### src/rtl/usb_pkt_decoder.sv
// Serial USB packet decoder: PID/check, length and CRC5/CRC16 validation with one-cycle report pulses.
// Optional build macro USB_PKT_VARLEN_EN enables variable-length data payloads (0..DATA_BYTES bytes).
module usb_pkt_decoder #(
    parameter int DATA_BYTES = 8
) (
    input  logic                              clk,
    input  logic                              rst_L,
    input  logic                              pause,
    input  logic                              recving,
    input  logic                              inb,
    output logic [8*DATA_BYTES-1:0]           data,
    output logic [$clog2(DATA_BYTES+1)-1:0]   nbytes,
    output logic [3:0]                        pid,
    output logic [6:0]                        addr,
    output logic [3:0]                        endp,
    output logic                              havepkt,
    output logic                              havetok,
    output logic                              haveack,
    output logic                              havenak,
    output logic                              havestall,
    output logic                              error,
    output logic [2:0]                        err_code
);
    localparam int PW     = 8 * DATA_BYTES;
    localparam int MAXLEN = 24 + PW;
    localparam int SW     = 8 + PW;
    localparam int CW     = $clog2(MAXLEN + 2);
    localparam int NBW    = $clog2(DATA_BYTES + 1);

    localparam logic [CW-1:0] LEN_HS    = CW'(8);
    localparam logic [CW-1:0] LEN_TOK   = CW'(24);
    localparam logic [CW-1:0] LEN_MAX   = CW'(MAXLEN);
    localparam logic [CW-1:0] LEN_SAT   = CW'(MAXLEN + 1);
    localparam logic [CW-1:0] LEN_STORE = CW'(SW);

    localparam logic [3:0] PID_OUT   = 4'b0001;
    localparam logic [3:0] PID_IN    = 4'b1001;
    localparam logic [3:0] PID_DATA0 = 4'b0011;
    localparam logic [3:0] PID_DATA1 = 4'b1011;
    localparam logic [3:0] PID_ACK   = 4'b0010;
    localparam logic [3:0] PID_NAK   = 4'b1010;
    localparam logic [3:0] PID_STALL = 4'b1110;

    typedef enum logic [2:0] {S_IDLE, S_RECV, S_EOP1, S_EOP2, S_REPORT} state_t;

    state_t           state;
    logic [CW-1:0]    cnt;
    logic [SW-1:0]    shreg;
    logic [4:0]       crc5;
    logic [15:0]      crc16;

    logic             capture;
    logic             shift_en;
    logic [3:0]       rx_pid;
    logic             is_tok, is_dat, is_hs;
    logic             dat_len_ok, len_ok, crc_ok;
    logic [2:0]       code;
    logic [PW-1:0]    payload;
    logic [NBW-1:0]   nb;
`ifdef USB_PKT_VARLEN_EN
    logic [CW-1:0]    nbits;
`endif

    function automatic logic [CW-1:0] sat_inc(input logic [CW-1:0] c);
        return (c == LEN_SAT) ? c : c + 1'b1;
    endfunction

    function automatic logic [4:0] crc5_step(input logic [4:0] c, input logic b);
        return {c[3:0], 1'b0} ^ ((b ^ c[4]) ? 5'b00101 : 5'b00000);
    endfunction

    function automatic logic [15:0] crc16_step(input logic [15:0] c, input logic b);
        return {c[14:0], 1'b0} ^ ((b ^ c[15]) ? 16'h8005 : 16'h0000);
    endfunction

    assign capture  = (state == S_IDLE) && recving && !pause;
    assign shift_en = (state == S_RECV) && recving && !pause;
    assign rx_pid   = shreg[3:0];
    assign is_tok   = (rx_pid == PID_OUT) || (rx_pid == PID_IN);
    assign is_dat   = (rx_pid == PID_DATA0) || (rx_pid == PID_DATA1);
    assign is_hs    = (rx_pid == PID_ACK) || (rx_pid == PID_NAK) || (rx_pid == PID_STALL);

    // Bit store and running CRCs; the CRCs see every bit after the PID byte.
    always_ff @(posedge clk) begin
        if (capture) begin
            shreg <= SW'(inb);
            crc5  <= 5'h1F;
            crc16 <= 16'hFFFF;
        end else if (state == S_IDLE) begin
            shreg <= '0;
            crc5  <= 5'h1F;
            crc16 <= 16'hFFFF;
        end else if (shift_en) begin
            if (cnt < LEN_STORE) begin
                shreg[cnt] <= inb;
            end
            if ((cnt >= LEN_HS) && (cnt < LEN_MAX)) begin
                crc5  <= crc5_step(crc5, inb);
                crc16 <= crc16_step(crc16, inb);
            end
        end
    end

    // Packet classification, evaluated while the FSM sits in REPORT.
    always_comb begin
        payload = shreg[8 +: PW];
        nb      = NBW'(DATA_BYTES);
        code    = 3'd0;
`ifdef USB_PKT_VARLEN_EN
        nbits      = cnt - LEN_TOK;
        dat_len_ok = (cnt >= LEN_TOK) && (cnt <= LEN_MAX) && (cnt[2:0] == 3'b000);
        nb         = dat_len_ok ? NBW'(nbits >> 3) : '0;
        for (int i = 0; i < PW; i++) begin
            if (CW'(i) >= nbits) begin
                payload[i] = 1'b0;
            end
        end
`else
        dat_len_ok = (cnt == LEN_MAX);
`endif
        len_ok = is_hs ? (cnt == LEN_HS) : (is_tok ? (cnt == LEN_TOK) : dat_len_ok);
        crc_ok = is_tok ? (crc5 == 5'b01100) : (is_dat ? (crc16 == 16'h800D) : 1'b1);
        if (cnt < LEN_HS) begin
            code = 3'd3;
        end else if (shreg[7:4] != ~rx_pid) begin
            code = 3'd1;
        end else if (!(is_tok || is_dat || is_hs)) begin
            code = 3'd2;
        end else if (!len_ok) begin
            code = 3'd3;
        end else if (!crc_ok) begin
            code = 3'd4;
        end
    end

    always_ff @(posedge clk or negedge rst_L) begin
        if (!rst_L) begin
            state     <= S_IDLE;
            cnt       <= '0;
            data      <= '0;
            nbytes    <= '0;
            pid       <= '0;
            addr      <= '0;
            endp      <= '0;
            err_code  <= '0;
            havepkt   <= 1'b0;
            havetok   <= 1'b0;
            haveack   <= 1'b0;
            havenak   <= 1'b0;
            havestall <= 1'b0;
            error     <= 1'b0;
        end else begin
            havepkt   <= 1'b0;
            havetok   <= 1'b0;
            haveack   <= 1'b0;
            havenak   <= 1'b0;
            havestall <= 1'b0;
            error     <= 1'b0;
            case (state)
                S_IDLE: begin
                    if (capture) begin
                        cnt   <= CW'(1);
                        state <= S_RECV;
                    end else begin
                        cnt <= '0;
                    end
                end
                S_RECV: begin
                    if (!pause) begin
                        if (recving) begin
                            cnt <= sat_inc(cnt);
                        end else begin
                            state <= S_EOP1;
                        end
                    end
                end
                S_EOP1:  state <= S_EOP2;
                S_EOP2:  state <= S_REPORT;
                S_REPORT: begin
                    state     <= S_IDLE;
                    pid       <= rx_pid;
                    addr      <= shreg[14:8];
                    endp      <= shreg[18:15];
                    data      <= payload;
                    nbytes    <= nb;
                    err_code  <= code;
                    error     <= (code != 3'd0);
                    havepkt   <= (code == 3'd0) && is_dat;
                    havetok   <= (code == 3'd0) && is_tok;
                    haveack   <= (code == 3'd0) && (rx_pid == PID_ACK);
                    havenak   <= (code == 3'd0) && (rx_pid == PID_NAK);
                    havestall <= (code == 3'd0) && (rx_pid == PID_STALL);
                end
                default: state <= S_IDLE;
            endcase
        end
    end
endmodule

### config.mk
export PLATFORM = sky130hd
export DESIGN_NAME = usb_pkt_decoder
export DESIGN_NICKNAME = d
export VERILOG_FILES = /design/src/rtl/usb_pkt_decoder.sv
export SDC_FILE = /design/constraint.sdc
export NUM_CORES = 1
export LEC_CHECK = 0
export ABC_AREA = 1
export BUFFER_PORTS_ARGS = -buffer_cell sky130_fd_sc_hd__buf_2
export CELL_PAD_IN_SITES_DETAIL_PLACEMENT = 2
export CELL_PAD_IN_SITES_GLOBAL_PLACEMENT = 2
export CORE_ASPECT_RATIO = 0.75
export CORE_UTILIZATION = 38
export CTS_BUF_LIST = sky130_fd_sc_hd__clkbuf_8
export DETAILED_ROUTE_END_ITERATION = 6
export PLACE_DENSITY_LB_ADDON = 0.1
export SYNTH_ARGS = -nofsm -noshare
export SYNTH_HDL_FRONTEND = slang
export SYNTH_SLANG_ARGS = --single-unit
export TNS_END_PERCENT = 10
### constraint.sdc
create_clock -name clk -period 4.2 [get_ports clk]
set_input_delay 0.21 -clock clk [delete_from_list [all_inputs] [get_ports clk]]
set_output_delay 0.21 -clock clk [all_outputs]
set_load 0.1 [all_outputs]
==> metrics, run 1 <==
Routed Antenna Nets=0; placed cell area=8310 um^2; Max H-tree Level=4; clk_skew=0.0124 ns; peak supply drop=~0.20 mV; DRC violation count after routing=0; leakage power=approximately 0.0043 uW; Worst Path Required=between 4 and 5 ns; die span in x=167 um; post-DR vias/cell=5.24; Max Root-Sink Buffers=2; clock root cell=clkbuf_8; post-CTS setup buffers=0; CTS tree=done; register clock-pin slew on the reported worst setup and hold paths=0.11 ns; hpwl dp=17.1 mm; initial antenna violation count=0; Post-synth top flop=dfxtp_1; critical path class=reg -> reg; ys async rst share=48.6%; CP startpoint kind=register; first-pass GRT wire length=40.5 mm; global placement routability congestion=0.844; CP Capture Type=register; CTS Sinks=~180; core box area=19700 um^2; EDFF count, synth=1; Initial Util=39.4%; # diodes=0; Area Overhead vs Synth=12.3%; most frequent cells in the layout=nand2_1 (271), dfxtp_1 (92), buf_2 (92), dfrtp_1 (88), nor3_1 (75); Least-Margin Pin Slew=~0.94 ns; GRT Util Overall=between 20% and 30%; mapped cell area=7750 um^2; post-layout min period=~2.3 ns; fill count=2267; Skew-Pair Late Insertion Delay=0.48 ns; final setup violation count=0; critical-path cell with the highest stage delay=dfrtp_1; Chip Height=126 um; Slew Limit Fails=0; DRT Pass-1 Iters=4; io pins=97; Buffers & Inverters on Critical Path=5; Nets=1038; PostCTS Resize Cnt=0; YS warnings=0; vias in the first global route=roughly 7200; Crit path arrival time=approximately 2.8 ns; cell family with most CP delay=buffers and inverters; flops & latches, synth=181; WHS=around 0.13 ns; largest net degree at the start of global routing=87; synthesized instance count=963; worst min path class=in -> reg; max cap viols=0; DIE AREA=21000 um^2; run status=finished clean; Max Clock Freq=428 MHz; Seq/Total Area, Yosys=52.6%; Unique masters post-synth=40; RSZ-0062 raised after global routing=no; Port Buffers=between 90 and 100; syn_area_per_cell=8.05 um^2; share of layout cells above drive strength 1=18.1%; routed len/inst=19.4 um; Initial DRC Count=between 300 and 400; fin crit share=a little under three fifths; post-route cell area=8700 um^2; final hold violations=0; gr ovfl total=0; pwr/cell area=465 nW/um^2; commonest non-fill, non-tap cell in the layout=nand2_1; relative slew slack=37.1%; Max stage delay on crit path=0.53 ns; via count=6788; CTS Buf Count=17; cell chain of the critical path=inv_1 -> nand2_2 -> inv_2 -> nand2_2 -> inv_2 -> a211oi_2 -> nand2_1 -> buf_4 -> inv_1 -> nand2_1 -> nand3_1; post-route setup TNS=0 ns; Post-Route WL=25.1 mm; Rows=44; worst-path maximum fanout=30
[through the flow]
stage	setup WS, ns	util [%]	instances	power (uW)
5_1_grt	1.69	44.3	1296	4250
3_3_place_gp	2.09	42.3	1263	2890
3_5_place_dp	1.97	42.3	1263	2910
2_1_floorplan	2.65	-	965	2620
6_report	1.86	44.3	1296	4050
4_1_cts	1.85	44.3	1296	4090
[power breakdown]
part           leakage, uW  switching [uW]  total, uW  internal [uW]
Sequential         0.00196            70.7       1860           1790
Combinational      0.00218             836       1010            174
Clock             0.000194             724       1180            455
Total              0.00433            1630       4050           2420
[kinds of logic (layout without fill, tap and decap cells)]
group	count (synthesis)	after routing	synth area share, %
XOR/XNOR	10	10	1.13
flip-flops	181	181	52.6
adder cells (fa/ha/maj)	3	3	0.484
other	1	3	0.0484
AND/OR/NAND/NOR	497	497	28.3
AO/OA/AOI/OAI	151	151	10.5
buffers and inverters	120	198	7.01
[path summary, 6_finish.rpt]
check,startpoint,to,slack (ns),depth (start not counted)
max in group asynchronous,rst_L,data[32],2.89,3
min reg2reg,shreg[23],data[15],0.44,2
min,pause,state[0],0.13,3
max,cnt[6],crc16[5],1.86,11
min in group asynchronous,rst_L,data[11],0.41,2
max reg2reg,cnt[6],crc16[5],1.86,11
[flip-flops by register name (all words and copies together), names as in the netlist]
signal	flops
state	3
err_code	3
havepkt	1
haveack	1
pid	4
error	1
crc5	5
data	64
havenak	1
havestall	1
nbytes	1
shreg	72
havetok	1
crc16	16
cnt	7
[layout make-up]
type                    instances  area [um^2]  share of cell area, %
flip-flops and latches        181         4070                   46.8
multi-input cells             664         3140                   36.1
inverters                      63          244                   2.80
well taps                     253          317                   3.64
clock inverters                14          133                   1.52
clock buffers                  18          248                   2.85
repair buffers                103          546                   6.27
[repair_timing]
| action | CTS | global route |
|---|---|---|
| hold buffers | 1 | 0 |
| endpoints found under the setup margin | 0 | 0 |
| hold endpoints to repair | 67 | 0 |
[cell usage after synthesis (6+ instances only)]
master    count  area (um^2)
xor2_1        9         78.8
a21oi_1      69          345
inv_2         7         26.3
nand3_1      33          165
o21ai_0      58          290
o211ai_1      7         52.6
nand2_1     272         1020
dfxtp_1      92         1840
clkbuf_1     27          101
nor2_1       66          248
buf_2         8         40.0
inv_1        54          203
a31oi_1       6         37.5
nand2_4       9          101
buf_4        16          120
dfrtp_1      88         2200
nand4_1       9         56.3
nor3_1       75          375
nor2_2       23          144
[layer usage]
layer	wire length (um)	vias up	global-route usage [%]
met2	11800	116	41.1
met1	12200	3406	34.7
li1	-	3247	-
met4	237	0	5.61
met5	0	-	0
met3	870	19	3.90
[worst reg2reg max path: cells and delay by family, from the launching register on]
| family | cells | cell delay (ns) |
|---|---|---|
| AOI/OAI and AO/OA | 1 | 0.20 |
| buffers and inverters | 5 | 0.92 |
| DFF | 1 | 0.53 |
| and+or+nand+nor | 5 | 0.64 |
Power figures use the tool's default switching activity.
==> run 2, diff against run 1 <==
--- a/config.mk
+++ b/config.mk
@@ -10,7 +10,7 @@
 export CELL_PAD_IN_SITES_DETAIL_PLACEMENT = 2
 export CELL_PAD_IN_SITES_GLOBAL_PLACEMENT = 2
 export CORE_ASPECT_RATIO = 0.75
-export CORE_UTILIZATION = 38
+export CORE_UTILIZATION = 32
 export CTS_BUF_LIST = sky130_fd_sc_hd__clkbuf_8
 export DETAILED_ROUTE_END_ITERATION = 6
 export PLACE_DENSITY_LB_ADDON = 0.1
==> constraint.sdc (replaced) <==
create_clock -name clk -period 2.03 [get_ports clk]
set_input_delay 0.1015 -clock clk [delete_from_list [all_inputs] [get_ports clk]]
set_output_delay 0.1015 -clock clk [all_outputs]
set_load 0.1 [all_outputs]
==> run 2 against run 1 <==
Effect of this change:
- first-iteration DRC count shrank 16%
- flip-flop and latch count did not move
- global-route usage fell by 3.7 points
- sequential share of layout area is 1.7 points lower
- fmax rose by 25%
- cell count is 5.3% higher
- clock power is 120% higher
- largest power group unchanged
- non-clock buffer count up 22
- sequential power up 110%
- total power is 120% higher
- final area is 3.9% higher
==> metrics, run 2 (synthesized netlist as in run 1, its figures left out) <==
Rows=48; Routed Antenna Nets=0; Skew-Pair Late Insertion Delay=0.50 ns; CP startpoint kind=register; Worst Path Required=approximately 2.5 ns; largest registers=shreg (72), data (64), crc16 (16); CP Capture Type=register; commonest non-fill, non-tap cell in the layout=nand2_1; crit-path most repeated cell=inv_2; RSZ-0062 raised after global routing=no; worst min path class=in -> reg; WHS Path Cells=3; largest net degree at the start of global routing=89; Max stage delay on crit path=0.49 ns; core box area=23400 um^2; vias in the first global route=7149; peak supply drop=0.635 mV; # diodes=0; pwr/cell area=970 nW/um^2; via count=6828; CTS Buf Count=17; GRT Util Overall=21.2%; Worst R2R End=havetok; register clock-pin slew on the reported worst setup and hold paths=about 0.11 ns; routed len/inst=between 15 and 20 um; Port Buffers=93; Power Total=8760 uW; DRT Pass-1 Iters=6; critical path class=reg -> reg; post-layout min period=1.87 ns; Max Clock Freq=534 MHz; multi-input logic area=3160 um^2; CTS tree=done; leakage power=0.00448 uW; max reg flops=72; R2R Path Start=cnt[5]; Initial Util=33.2%; Post-Route WL=25.2 mm; Sequential cell area=4080 um^2; DIE AREA=24900 um^2; Reg2Reg Depth=11; fill count=2731; Slew Limit Fails=0; largest reg by FF count=shreg; run status=finished clean; most frequent cells in the layout=nand2_1 (270), dfxtp_1 (92), buf_2 (92), dfrtp_1 (86), nor3_1 (75); post-route setup TNS=0 ns; Max H-tree Level=4; clk_skew=0.0276 ns; R2R setup slack=0.16 ns; post-CTS setup buffers=0; post-DR vias/cell=5.00; final hold violations=0; gr ovfl total=0; hold path endpoint=state[0]; relative slew slack=approximately 64%; io pins=97; Nets=1060; initial antenna violation count=0; Initial DRC Count=308; CTS Sinks=181; DRC violation count after routing=0; Least-Margin Pin Slew=0.539 ns; cell chain of the critical path=inv_2 -> nand2_2 -> inv_2 -> nand2_2 -> inv_2 -> buf_4 -> nor3_1 -> nand2_1 -> nor2_1 -> nand2_1 -> nor2_1; worst-path maximum fanout=9; hpwl dp=17.5 mm; share of layout cells above drive strength 1=between 20% and 30%; Max Root-Sink Buffers=2; critical hold path startpoint=recving; Area Overhead vs Synth=16.6%; die span in x=182 um; Finished Core Util=38.7%; max cap viols=0; global placement routability congestion=roughly 0.81; clock root cell=clkbuf_8; fin crit share=between 90% and 100%; first-pass GRT wire length=40.5 mm; final setup violation count=0; critical-path cell with the highest stage delay=dfrtp_1; Chip Height=approximately 140 um; Crit path arrival time=2.30 ns
-- run 2: final cells by class --
cell class,count,share of cell area [%]
flip-flops and latches,181,45.1
multi-input cells,664,34.9
repair buffers,125,8.69
well taps,300,4.15
clock buffers,18,2.74
inverters,63,2.73
clock inverters,14,1.67
-- run 2: report_power, final --
group	internal [uW]	switching, uW
Sequential	3700	148
Combinational	558	1810
Clock	965	1580
-- run 2: metrics by stage --
| stage | area, um^2 | cells | setup slack (ns) | hold slack, ns |
|---|---|---|---|---|
| after floorplan | 7760 | 965 | 0.480 | -0.194 |
| after global placement | 8610 | 1332 | 0.0781 | 0.201 |
| after detailed placement | 8610 | 1332 | 0.0491 | 0.203 |
| after CTS | 9020 | 1365 | 0.0236 | 0.00780 |
| after global routing | 9040 | 1365 | 0.00735 | 0.0523 |
| final | 9040 | 1365 | 0.157 | 0.0153 |
-- run 2: worst max-delay path, delay by kind of cell, from the launching register on --
kind                   cells  cell delay (ns)
buffers and inverters      4             0.36
DFF                        1             0.49
and+or+nand+nor            7             0.97
-- run 2: worst max path at each step --
| stage | from | endpoint | slack, ns | depth (start not counted) |
|---|---|---|---|---|
| 2_1_floorplan | state[0] | shreg[0] | 0.48 | 6 |
| 3_3_place_gp | cnt[3] | haveack | 0.08 | 8 |
| 3_5_place_dp | cnt[3] | haveack | 0.05 | 8 |
| 4_1_cts | cnt[5] | shreg[38] | 0.02 | 9 |
| 5_1_grt | cnt[4] | havetok | 0.007 | 10 |
| 6_report | cnt[5] | havetok | 0.16 | 11 |
-- run 2: what timing repair did --
| item | in CTS | in global routing |
|---|---|---|
| pin swaps | 0 | 0 |
| gates resized for setup | 1 | 6 |
| hold buffers | 1 | 0 |
| endpoints found under the setup margin | 2 | 8 |
| hold endpoints to repair | 88 | 0 |
-- run 2: per-layer routing --
| layer | GRT usage (%) | vias up | routed length [um] |
|---|---|---|---|
| met1 | 31.7 | 3417 | 13600 |
| met2 | 32.3 | 99 | 10700 |
| met3 | 3.11 | 14 | 664 |
| met4 | 4.57 | 0 | 193 |
| li1 | - | 3298 | - |
| met5 | 0 | - | 0 |
